===== config.mk =====
export PLATFORM = sky130hd
export DESIGN_NAME = mux_toggle_tx
export DESIGN_NICKNAME = d
export VERILOG_FILES = /design/src/rtl/mux_toggle_tx_pkg.sv /design/src/rtl/sync_nff.sv /design/src/rtl/mux_toggle_tx.sv
export SDC_FILE = /design/constraint.sdc
export NUM_CORES = 1
export LEC_CHECK = 0
export ABC_AREA = 0
export BUFFER_PORTS_ARGS = -buffer_cell sky130_fd_sc_hd__buf_2
export CAP_MARGIN = 20
export CORE_ASPECT_RATIO = 1.1
export CORE_UTILIZATION = 51
export DETAILED_ROUTE_END_ITERATION = 12
export PLACE_DENSITY_LB_ADDON = 0.08
export RECOVER_POWER = 25
export SLEW_MARGIN = 40
export SYNTH_ARGS = -nofsm -noshare
export SYNTH_HDL_FRONTEND = slang
export SYNTH_SLANG_ARGS = --single-unit

===== constraint.sdc =====
create_clock -name clk_b -period 2 [get_ports clk_b]
set_input_delay 0.4 -clock clk_b [delete_from_list [all_inputs] [get_ports clk_b]]
set_output_delay 0.4 -clock clk_b [all_outputs]
set_load 0.02 [all_outputs]

===== src/rtl/mux_toggle_tx_pkg.sv =====
// Shared CDC definitions: toggle-handshake FSM encoding and synchroniser limits.
package mux_toggle_tx_pkg;

    // Transmit-side handshake states.
    typedef enum logic [1:0] {
        S_IDLE     = 2'd0,
        S_WAIT_ACK = 2'd1,
        S_GAP      = 2'd2
    } tx_state_e;

    // Fewer than two flops gives no metastability protection.
    localparam int unsigned MIN_SYNC_STAGES = 2;

    // Largest idle gap the 4-bit gap counter can express.
    localparam int unsigned MAX_GAP = 15;

endpackage


===== src/rtl/sync_nff.sv =====
// N-flop single-bit synchroniser with asynchronous active-high reset.
module sync_nff #(
    parameter int unsigned DEPTH = 2
) (
    input  logic i_clk,
    input  logic i_rst,
    input  logic i_d,
    output logic o_q
);

    logic [DEPTH-1:0] r_sync;

    // Shift the asynchronous input through the flop chain.
    always_ff @(posedge i_clk or posedge i_rst) begin
        if (i_rst) begin
            r_sync <= '0;
        end else begin
            r_sync <= {r_sync[DEPTH-2:0], i_d};
        end
    end

    assign o_q = r_sync[DEPTH-1];

endmodule


===== src/rtl/mux_toggle_tx.sv =====
// Toggle-handshake transmitter: registers a word, flips req_tgl, and waits for
// the receiver's synchronised ack toggle to match before accepting the next word.
module mux_toggle_tx
    import mux_toggle_tx_pkg::*;
#(
    parameter int unsigned DW          = 4,
    parameter int unsigned SYNC_STAGES = 2,
    parameter int unsigned GAP         = 1
) (
    input  logic          clk_b,
    input  logic          brst,
    input  logic [DW-1:0] data_in,
    input  logic          data_vld,
    output logic          data_rdy,
    output logic [DW-1:0] data_out,
    output logic          req_tgl,
    input  logic          ack_tgl,
    output logic          busy,
    output logic          err,
    output logic [7:0]    xfer_cnt
);

    // Clamp parameters into the ranges the hardware supports.
    localparam int unsigned SYNC_N   = (SYNC_STAGES < MIN_SYNC_STAGES) ? MIN_SYNC_STAGES
                                                                       : SYNC_STAGES;
    localparam int unsigned GAP_C    = (GAP > MAX_GAP) ? MAX_GAP : GAP;
    localparam logic [3:0]  GAP_LOAD = (GAP_C == 0) ? 4'd0 : 4'(GAP_C - 1);

    tx_state_e     r_state;
    tx_state_e     w_state_nxt;
    logic [DW-1:0] r_data;
    logic          r_req;
    logic [3:0]    r_gap_cnt;
    logic          r_err;
    logic [7:0]    r_xfer_cnt;

    logic          w_ack_s;
    logic          w_accept;
    logic          w_ack_done;
    logic          w_proto_err;

    sync_nff #(
        .DEPTH (SYNC_N)
    ) u_ack_sync (
        .i_clk (clk_b),
        .i_rst (brst),
        .i_d   (ack_tgl),
        .o_q   (w_ack_s)
    );

    // Next-state decode and handshake events.
    always_comb begin
        w_state_nxt = r_state;
        w_accept    = 1'b0;
        w_ack_done  = 1'b0;
        unique case (r_state)
            S_IDLE: begin
                if (data_vld) begin
                    w_accept    = 1'b1;
                    w_state_nxt = S_WAIT_ACK;
                end
            end
            S_WAIT_ACK: begin
                // Only parity is compared, so a double toggle goes unnoticed.
                if (w_ack_s == r_req) begin
                    w_ack_done  = 1'b1;
                    w_state_nxt = (GAP_C == 0) ? S_IDLE : S_GAP;
                end
            end
            S_GAP: begin
                if (r_gap_cnt == 4'd0) begin
                    w_state_nxt = S_IDLE;
                end
            end
            default: begin
                w_state_nxt = S_IDLE;
            end
        endcase
    end

    // Outside WAIT_ACK the ack must already agree with our last request.
    always_comb begin
        w_proto_err = 1'b0;
        if ((r_state == S_IDLE) || (r_state == S_GAP)) begin
            w_proto_err = (w_ack_s != r_req);
        end
    end

    // FSM state register.
    always_ff @(posedge clk_b or posedge brst) begin
        if (brst) begin
            r_state <= S_IDLE;
        end else begin
            r_state <= w_state_nxt;
        end
    end

    // Capture the word and flip the request only on the accept edge.
    always_ff @(posedge clk_b or posedge brst) begin
        if (brst) begin
            r_data <= '0;
            r_req  <= 1'b0;
        end else if (w_accept) begin
            r_data <= data_in;
            r_req  <= ~r_req;
        end
    end

    // Post-ack idle gap counter: loaded on ack exit, counts down while in GAP.
    always_ff @(posedge clk_b or posedge brst) begin
        if (brst) begin
            r_gap_cnt <= 4'd0;
        end else if (w_ack_done) begin
            r_gap_cnt <= GAP_LOAD;
        end else if ((r_state == S_GAP) && (r_gap_cnt != 4'd0)) begin
            r_gap_cnt <= r_gap_cnt - 4'd1;
        end
    end

    // Sticky protocol-error flag.
    always_ff @(posedge clk_b or posedge brst) begin
        if (brst) begin
            r_err <= 1'b0;
        end else if (w_proto_err) begin
            r_err <= 1'b1;
        end
    end

    // Completed-transfer counter, wraps naturally at 8 bits.
    always_ff @(posedge clk_b or posedge brst) begin
        if (brst) begin
            r_xfer_cnt <= 8'd0;
        end else if (w_ack_done) begin
            r_xfer_cnt <= r_xfer_cnt + 8'd1;
        end
    end

    assign data_rdy = (r_state == S_IDLE);
    assign busy     = (r_state != S_IDLE);
    assign data_out = r_data;
    assign req_tgl  = r_req;
    assign err      = r_err;
    assign xfer_cnt = r_xfer_cnt;

endmodule


# Word level (Yosys, flattened, before mapping)
# Index checks and enable logic that the tools add are counted.
# totals
in_bits	8
register_bits	22
elab_cells	36
output_inout_bits	16
# op_classes
n_bitwise	1
reduce_logical	8
mux	11
n_addsub	2
n_eq_ne	7
# ops
operator	count
adder 8 x 1 -> 8 bit (second input constant)	1
2-to-1 mux 4 bit	2
2-to-1 mux 2 bit	3
!= test 2 bit (second input constant)	3
one-hot mux 2 bit (3 select lines)	1
2-to-1 mux 1 bit	5
logical NOT 4 bit	1
nonzero test 2 bit	2
nonzero test 4 bit	1
subtractor 4 x 1 -> 4 bit (second input constant)	1
AND reduction 3 bit	1
== test 2 x 1 -> 1 bit (second input constant)	1
== test 2 bit (second input constant)	1
logical NOT 2 bit	1
== test 1 bit	1
logical AND 1 bit	1
logical OR 1 bit	1
!= test 1 bit	1
inverter 1 bit	1

# Logic depth before layout (Yosys ltp)
# Gate-level depths: netlist of run 1.
# depth
ltp_word	4
depth_mapped	6
ltp_nobuf	5

# Cells and area by module
# From an unflattened synthesis of run 1, not the netlist that was laid out.
# hier_totals
hier_cells	88
hier_area_um2	1053.5
# by_module_without_submodules
mod	n_inst	area_each_um2	cells_each	seq_area_each_um2
mux_toggle_tx	1	999.7	85	500.5
sync_nff	1	53.8	3	50.0

# Worst setup path before layout of run 1
# OpenSTA, ideal clock, no wires.
# synth_timing
path_type	register to register
from	register r_state[0]
to	register r_data[0] (netlist: data_out[0])
slack_ns	0.362
setup_time_ns	0.125
t_arrival_ns	1.513
n_path_buf	1
stages_incl_launch_ff	6
synth_period_minus_slack_ns	1.638
required_ns	1.875
path_cell_list	dfrtp_1 -> or2_1 -> inv_1 -> and2_1 -> buf_2 -> mux2_2
# synth_via
elab_chain_len	2
# synth_lines
element	line_no	text
start, declared	mux_toggle_tx.sv:29	tx_state_e r_state;
start signal, assigned	mux_toggle_tx.sv:94	r_state <= w_state_nxt;
logical NOT 2 bit	n/a	
net data_rdy	mux_toggle_tx.sv:14	output logic data_rdy,
2-to-1 mux 1 bit	mux_toggle_tx.sv:56	unique case (r_state)
end signal, assigned	mux_toggle_tx.sv:104	r_data <= data_in;
end, declared	mux_toggle_tx.sv:31	logic [DW-1:0] r_data;
# The timed path passes the listed nets, and every way through them passes these cells.
# A chain may end at the register's enable or synchronous reset.

# Worst setup path after layout of run 1
# layout_timing
from	register r_state[0]
to	output data_rdy
# layout_via
elab_chain_len	1
# layout_lines
element	line_no	text
logical NOT 2 bit	mux_toggle_tx.sv:138	assign data_rdy = (r_state == S_IDLE);
end, declared	mux_toggle_tx.sv:14	
# Every way passes these cells.

==> impl_metrics.env, run 1 <==
export IMPL_use_met1=0.255
export IMPL_clockBufferDepth=2
export IMPL_grt_busiest_layer="met2"
export IMPL_dpl_hpwl_mm=1.24
export IMPL_grt_max_degree=23
export IMPL_layout_commonest_cell="buf_2"
export IMPL_cp_start_kind="register"
export IMPL_drt_first_pass_iters=4
export IMPL_cp_slowest_cell="dfrtp_1"
export IMPL_cap_violations=0
export IMPL_vdd_ir_drop_max_mv=0.870
export IMPL_whs_ns=0.194
export IMPL_die_width_um=44.1
export IMPL_routed_wl_mm=1.73
export IMPL_numCtsBuffers=3
export IMPL_remaining_drc_errors=0
export IMPL_synth_cells=85
export IMPL_fp_row_count=16
export IMPL_cts_tree="done"
export IMPL_yosysWarnings=0
export IMPL_setup_viol=0
export IMPL_fin_nets=122
export IMPL_holdCritPathClass="input pin to register"
export IMPL_hold_viol_final=0
export IMPL_groute_usage_overall=0.193
export IMPL_synth_seq_area_share=0.553
export IMPL_instances_no_fill=128
export IMPL_pre_cts_ws_ns=0.479
export IMPL_ant_nets=0
export IMPL_core_area_sq_um=1800
export IMPL_fp_dieH_um=48.3
export IMPL_grt_pass1_vias=702
export IMPL_area_growth_pct=16.5
export IMPL_fin_crit_ns=1.63
export IMPL_htree_levels=1
export IMPL_placed_cells=124
export IMPL_clk_latency_ns=0.30
export IMPL_syn_num_nets=96
export IMPL_io_buffers=23
export IMPL_netlist_area_sq_um=996
export IMPL_clock_sinks=22
export IMPL_die_area_sq_um=2130
export IMPL_synth_edff_count=0
export IMPL_grtUsageMet3=0.0224
export IMPL_worst_setup_path_type="register to output port"
export IMPL_outcome="complete, no violations"
export IMPL_rsz0062_at_grt="false"
export IMPL_start_util=0.553
export IMPL_drt_wirelength_per_cell_um=13.5
export IMPL_route_vias_total=688
export IMPL_leakage_uw=0.000582
export IMPL_globalplace_congestion=0.721
export IMPL_power_density_nw_per_um2=1440
export IMPL_slew_headroom=0.222
export IMPL_diodes=0
export IMPL_final_cell_mix="buf_2 (23), dfrtp_1 (22), xor2_1 (8), nand3_1 (6), inv_1 (5)"
export IMPL_ys_async_sr_fraction=1.00
export IMPL_antenna_found_initial=0
export IMPL_via_per_inst=5.38
export IMPL_synth_avg_cell_area_sq_um=11.7
export IMPL_setup_tns_ns=0
export IMPL_crit_path_end_kind="output port"
export IMPL_cts_resized=0
export IMPL_synth_top_flop_cell="dfrtp_1"
export IMPL_grt_overflow_total=0
export IMPL_ios=24
export IMPL_drv_slew=0
export IMPL_path_cells="or2_1 > inv_1 > buf_2"
export IMPL_fin_ws_ns=0.370
export IMPL_cpPeakStageDelay_ns=0.46
export IMPL_drtIter0Drc=12
export IMPL_finalCritPeriodShare=0.815
export IMPL_grt_pass1_wl_mm=3.13
export IMPL_root_buffer="clkbuf_4"
export IMPL_synth_seq_cells=22
export IMPL_worst_clock_skew_ns=0.00835
export IMPL_crit_required_ns=1.60
export IMPL_ys_types=30
export IMPL_clk_pin_slew_worst_paths_ns=0.12
export IMPL_hold_buffers=0
export IMPL_fmax_mhz=613
export IMPL_worst_ep_arrival_time_ns=1.23
export IMPL_tightest_slew_ns=1.17
export IMPL_post_cts_buffers=0
export IMPL_crit_fanout=7
export IMPL_gr_usage_met2=0.311
export IMPL_layout_drive_gt1_share=0.318
sequential cells by signal (all words and copies together), names as in the netlist:
register	count
r_state	2
err	1
req_tgl	1
data_out	4
xfer_cnt	8
r_gap_cnt	4
u_ack_sync.r_sync	2
worst paths after layout:
check                      slack, ns                  from                   end  cells after the start
setup / recovery                0.37            r_state[0]              data_rdy                      3
hold / removal                  0.19               ack_tgl  u_ack_sync.r_sync[0]                      1
setup reg to reg                0.46          r_gap_cnt[0]          r_gap_cnt[1]                      4
hold reg to reg                 0.37  u_ack_sync.r_sync[0]  u_ack_sync.r_sync[1]                      0
max in group asynchronous       0.86                  brst          r_gap_cnt[0]                      3
min in group asynchronous       0.44                  brst           xfer_cnt[3]                      3
cell families after synthesis:
logic type,after synthesis,synth area share
AO/OA/AOI/OAI,9,0.0565
XOR/XNOR,10,0.0955
adder cells (fa/ha/maj),3,0.0377
buffers and inverters,8,0.0327
flip-flops,22,0.553
multiplexers,7,0.0804
AND/OR/NAND/NOR,26,0.144
metrics by stage:
step / power (uW) / utilization / area, sq um
2_1_floorplan: 1230 / - / 996
3_3_place_gp: 1430 / 0.626 / 1130
3_5_place_dp: 1450 / 0.626 / 1130
4_1_cts: 1700 / 0.646 / 1160
5_1_grt: 1780 / 0.644 / 1160
6_report: 1670 / 0.644 / 1160
critical path: cells and delay by family, from the launching register on:
kind,cells,cell delay (ns)
buffers and inverters,2,0.23
DFF,1,0.46
and+or+nand+nor,1,0.24
cell type report:
class | count | area, sq um
fill | 153 | 642
sequential | 22 | 551
multi-input combinational | 55 | 413
timing repair buffer | 24 | 119
clock buffer | 4 | 36.3
tap | 18 | 22.5
inverter | 5 | 18.8
report_power, final:
part	internal, uW	switching [uW]	leakage, uW	total, uW
clock	111	128	0.0000210	238
combinational	277	430	0.000286	707
sequential	574	150	0.000274	725
total	962	708	0.000582	1670
synth_stat cells, drive strengths merged (2+ instances only):
cell	number	area (sq um)
mux2	5	60.1
dfrtp	22	551
nor3	3	15.0
mux2i	2	20.0
nor4	4	25.0
nor2	2	10.0
nand2b	2	12.5
inv	5	18.8
or2	2	12.5
buf	2	10.0
nand2	3	11.3
a21oi	2	10.0
ha	3	37.5
o21ai	3	15.0
xor2	9	86.3
nand3	6	30.0
per-layer routing:
layer | wire length [um] | share of wire
met1 | 742 | 0.43
met4 | 21 | 0.012
met2 | 910 | 0.53
met3 | 57 | 0.033
met5 | 0 | 0
(Power assumes the default switching activity.)
==> inputs of run 2 (changes only) <==
clock period = 1.55 ns   (was 2 ns; I/O delays follow)
==> run 2 against run 1 <==
  * Register-to-register slack got worse by 0.43 ns
  * Sequential share of layout area fell by 2.0 points
  * Global-route usage fell by 1.3 points
  * Worst hold slack got worse by 0.092 ns
  * Non-clock buffer count increased by 2
  * Flip-flop and latch count is the same
  * Wire length is essentially flat
  * Count of clock-buffer cells in the layout fell by 1
  * Critical path type is now register to register
  * Largest power group is now combinational logic
==> impl_metrics.env, run 2 (same netlist as run 1, synthesis figures left out) <==
export IMPL_final_cell_mix="buf_2 (23), dfrtp_1 (21), xor2_1 (8), nand3_1 (6)"
export IMPL_area_growth_pct=22.0
export IMPL_globalplace_congestion=0.785
export IMPL_grt_overflow_total=0
export IMPL_root_buffer="clkbuf_4"
export IMPL_crit_path_end_kind="register"
export IMPL_cp_slowest_cell="or3b_4"
export IMPL_hold_viol_final=0
export IMPL_slew_headroom=0.235
export IMPL_hold_buffers=0
export IMPL_remaining_drc_errors=0
export IMPL_via_per_inst=5.36
export IMPL_worst_ep_arrival_time_ns=1.69
export IMPL_pwr_share_comb=0.413
export IMPL_leakage_uw=0.000597
export IMPL_numCtsBuffers=3
export IMPL_cts_tree="done"
export IMPL_drtIter0Drc=9
export IMPL_clockPowerShare=0.184
export IMPL_setup_viol=0
export IMPL_power_frac_seq=0.403
export IMPL_multiInputGateArea_sq_um=435
export IMPL_layout_drive_gt1_share=0.375
export IMPL_sw_frac_of_total=0.396
export IMPL_fin_ws_ns=0.0344
export IMPL_grt_pass1_vias=692
export IMPL_die_width_um=44.1
export IMPL_worst_clock_skew_ns=0.00517
export IMPL_fin_nets=124
export IMPL_diodes=0
export IMPL_drt_first_pass_iters=6
export IMPL_finalCritPeriodShare=0.978
export IMPL_routed_wl_mm=1.73
export IMPL_drv_slew=0
export IMPL_vdd_ir_drop_max_mv=1.25
export IMPL_clk_pin_slew_worst_paths_ns=0.12
export IMPL_regArea_sq_um=552
export IMPL_power_density_nw_per_um2=1930
export IMPL_fmax_mhz=660
export IMPL_cpLargestDelayFamily="simple AND/OR/NAND/NOR gates"
export IMPL_internal_power_uw=1420
export IMPL_cpPeakStageDelay_ns=0.42
export IMPL_power_net_switching_uw=930
export IMPL_n_fill_cell=153
export IMPL_cap_violations=0
export IMPL_ios=24
export IMPL_holdCritPathClass="input pin to register"
export IMPL_io_buffers=23
export IMPL_route_vias_total=697
export IMPL_crit_required_ns=1.72
export IMPL_core_area_sq_um=1800
export IMPL_antenna_found_initial=0
export IMPL_htree_levels=1
export IMPL_outcome="complete, no violations"
export IMPL_start_util=0.553
export IMPL_fp_row_count=16
export IMPL_clk_latency_ns=0.30
export IMPL_crit_buf_inv=1
export IMPL_tightest_slew_ns=1.15
export IMPL_fp_dieH_um=48.3
export IMPL_groute_usage_overall=0.181
export IMPL_clock_sinks=22
export IMPL_ant_nets=0
export IMPL_layout_commonest_cell="buf_2"
export IMPL_dpl_hpwl_mm=1.19
export IMPL_clockBufferDepth=2
export IMPL_die_area_sq_um=2130
export IMPL_fin_crit_ns=1.52
export IMPL_grt_max_degree=23
export IMPL_drt_wirelength_per_cell_um=13.3
export IMPL_path_cells="inv_1 > ha_1 > or3b_4 > a21oi_1 > a311oi_2"
export IMPL_pre_cts_ws_ns=0.0506
export IMPL_cp_start_kind="register"
export IMPL_crit_fanout=6
export IMPL_grt_pass1_wl_mm=2.85
export IMPL_worst_setup_path_type="register to register"
export IMPL_final_util=0.674
export IMPL_largest_reg_flops=8
## run 2: stage by stage
step / std cells / area [sq um] / setup TNS, ns / hold WS [ns] / total power [uW]
after floorplan: 85 / 998 / 0 / 0.299 / 1600
after global placement: 124 / 1130 / 0 / 0.338 / 1850
after detailed placement: 124 / 1130 / 0 / 0.342 / 1860
after CTS: 128 / 1180 / 0 / 0.00708 / 2310
after global routing: 130 / 1210 / -0.110 / 0.0865 / 2490
final: 130 / 1210 / 0 / 0.101 / 2350
## run 2: area by class of cell
type | count | area share
Clock buffer | 3 | 0.0185
Clock inverter | 1 | 0.0247
Inverter | 5 | 0.0154
Multi-Input combinational cell | 55 | 0.358
Sequential cell | 22 | 0.454
Tap cell | 18 | 0.0185
Timing Repair Buffer | 26 | 0.110
## run 2: what timing repair did
action | in CTS | in global routing
setup buffers | 0 | 2
endpoints found under the setup margin | 0 | 8
resized for setup | 0 | 4
## run 2: worst paths after layout
| check | slack [ns] | depth (start not counted) | to | start |
|---|---|---|---|---|
| max reg2reg | 0.03 | 5 | r_gap_cnt[1] | r_gap_cnt[0] |
| min | 0.10 | 1 | u_ack_sync.r_sync[0] | ack_tgl |
| max | 0.03 | 5 | r_gap_cnt[1] | r_gap_cnt[0] |
| max in group asynchronous | 0.45 | 3 | r_state[0] | brst |
| min in group asynchronous | 0.34 | 3 | u_ack_sync.r_sync[0] | brst |
| min reg2reg | 0.37 | 0 | u_ack_sync.r_sync[1] | u_ack_sync.r_sync[0] |
## run 2: power groups by stage
stage	Sequential, uW	Combinational, uW	Clock [uW]
5_1_grt	977	1050	461
6_report	945	969	432
2_1_floorplan	1090	517	0
4_1_cts	935	925	446
3_3_place_gp	935	912	0
3_5_place_dp	945	919	0
## run 2: routing by layer
metal	share of wire	up-vias	global-route usage
met5	0	-	0
met4	0	0	0.0960
met3	0.036	0	0.0224
met2	0.53	19	0.294
met1	0.43	333	0.229
li1	-	345	-
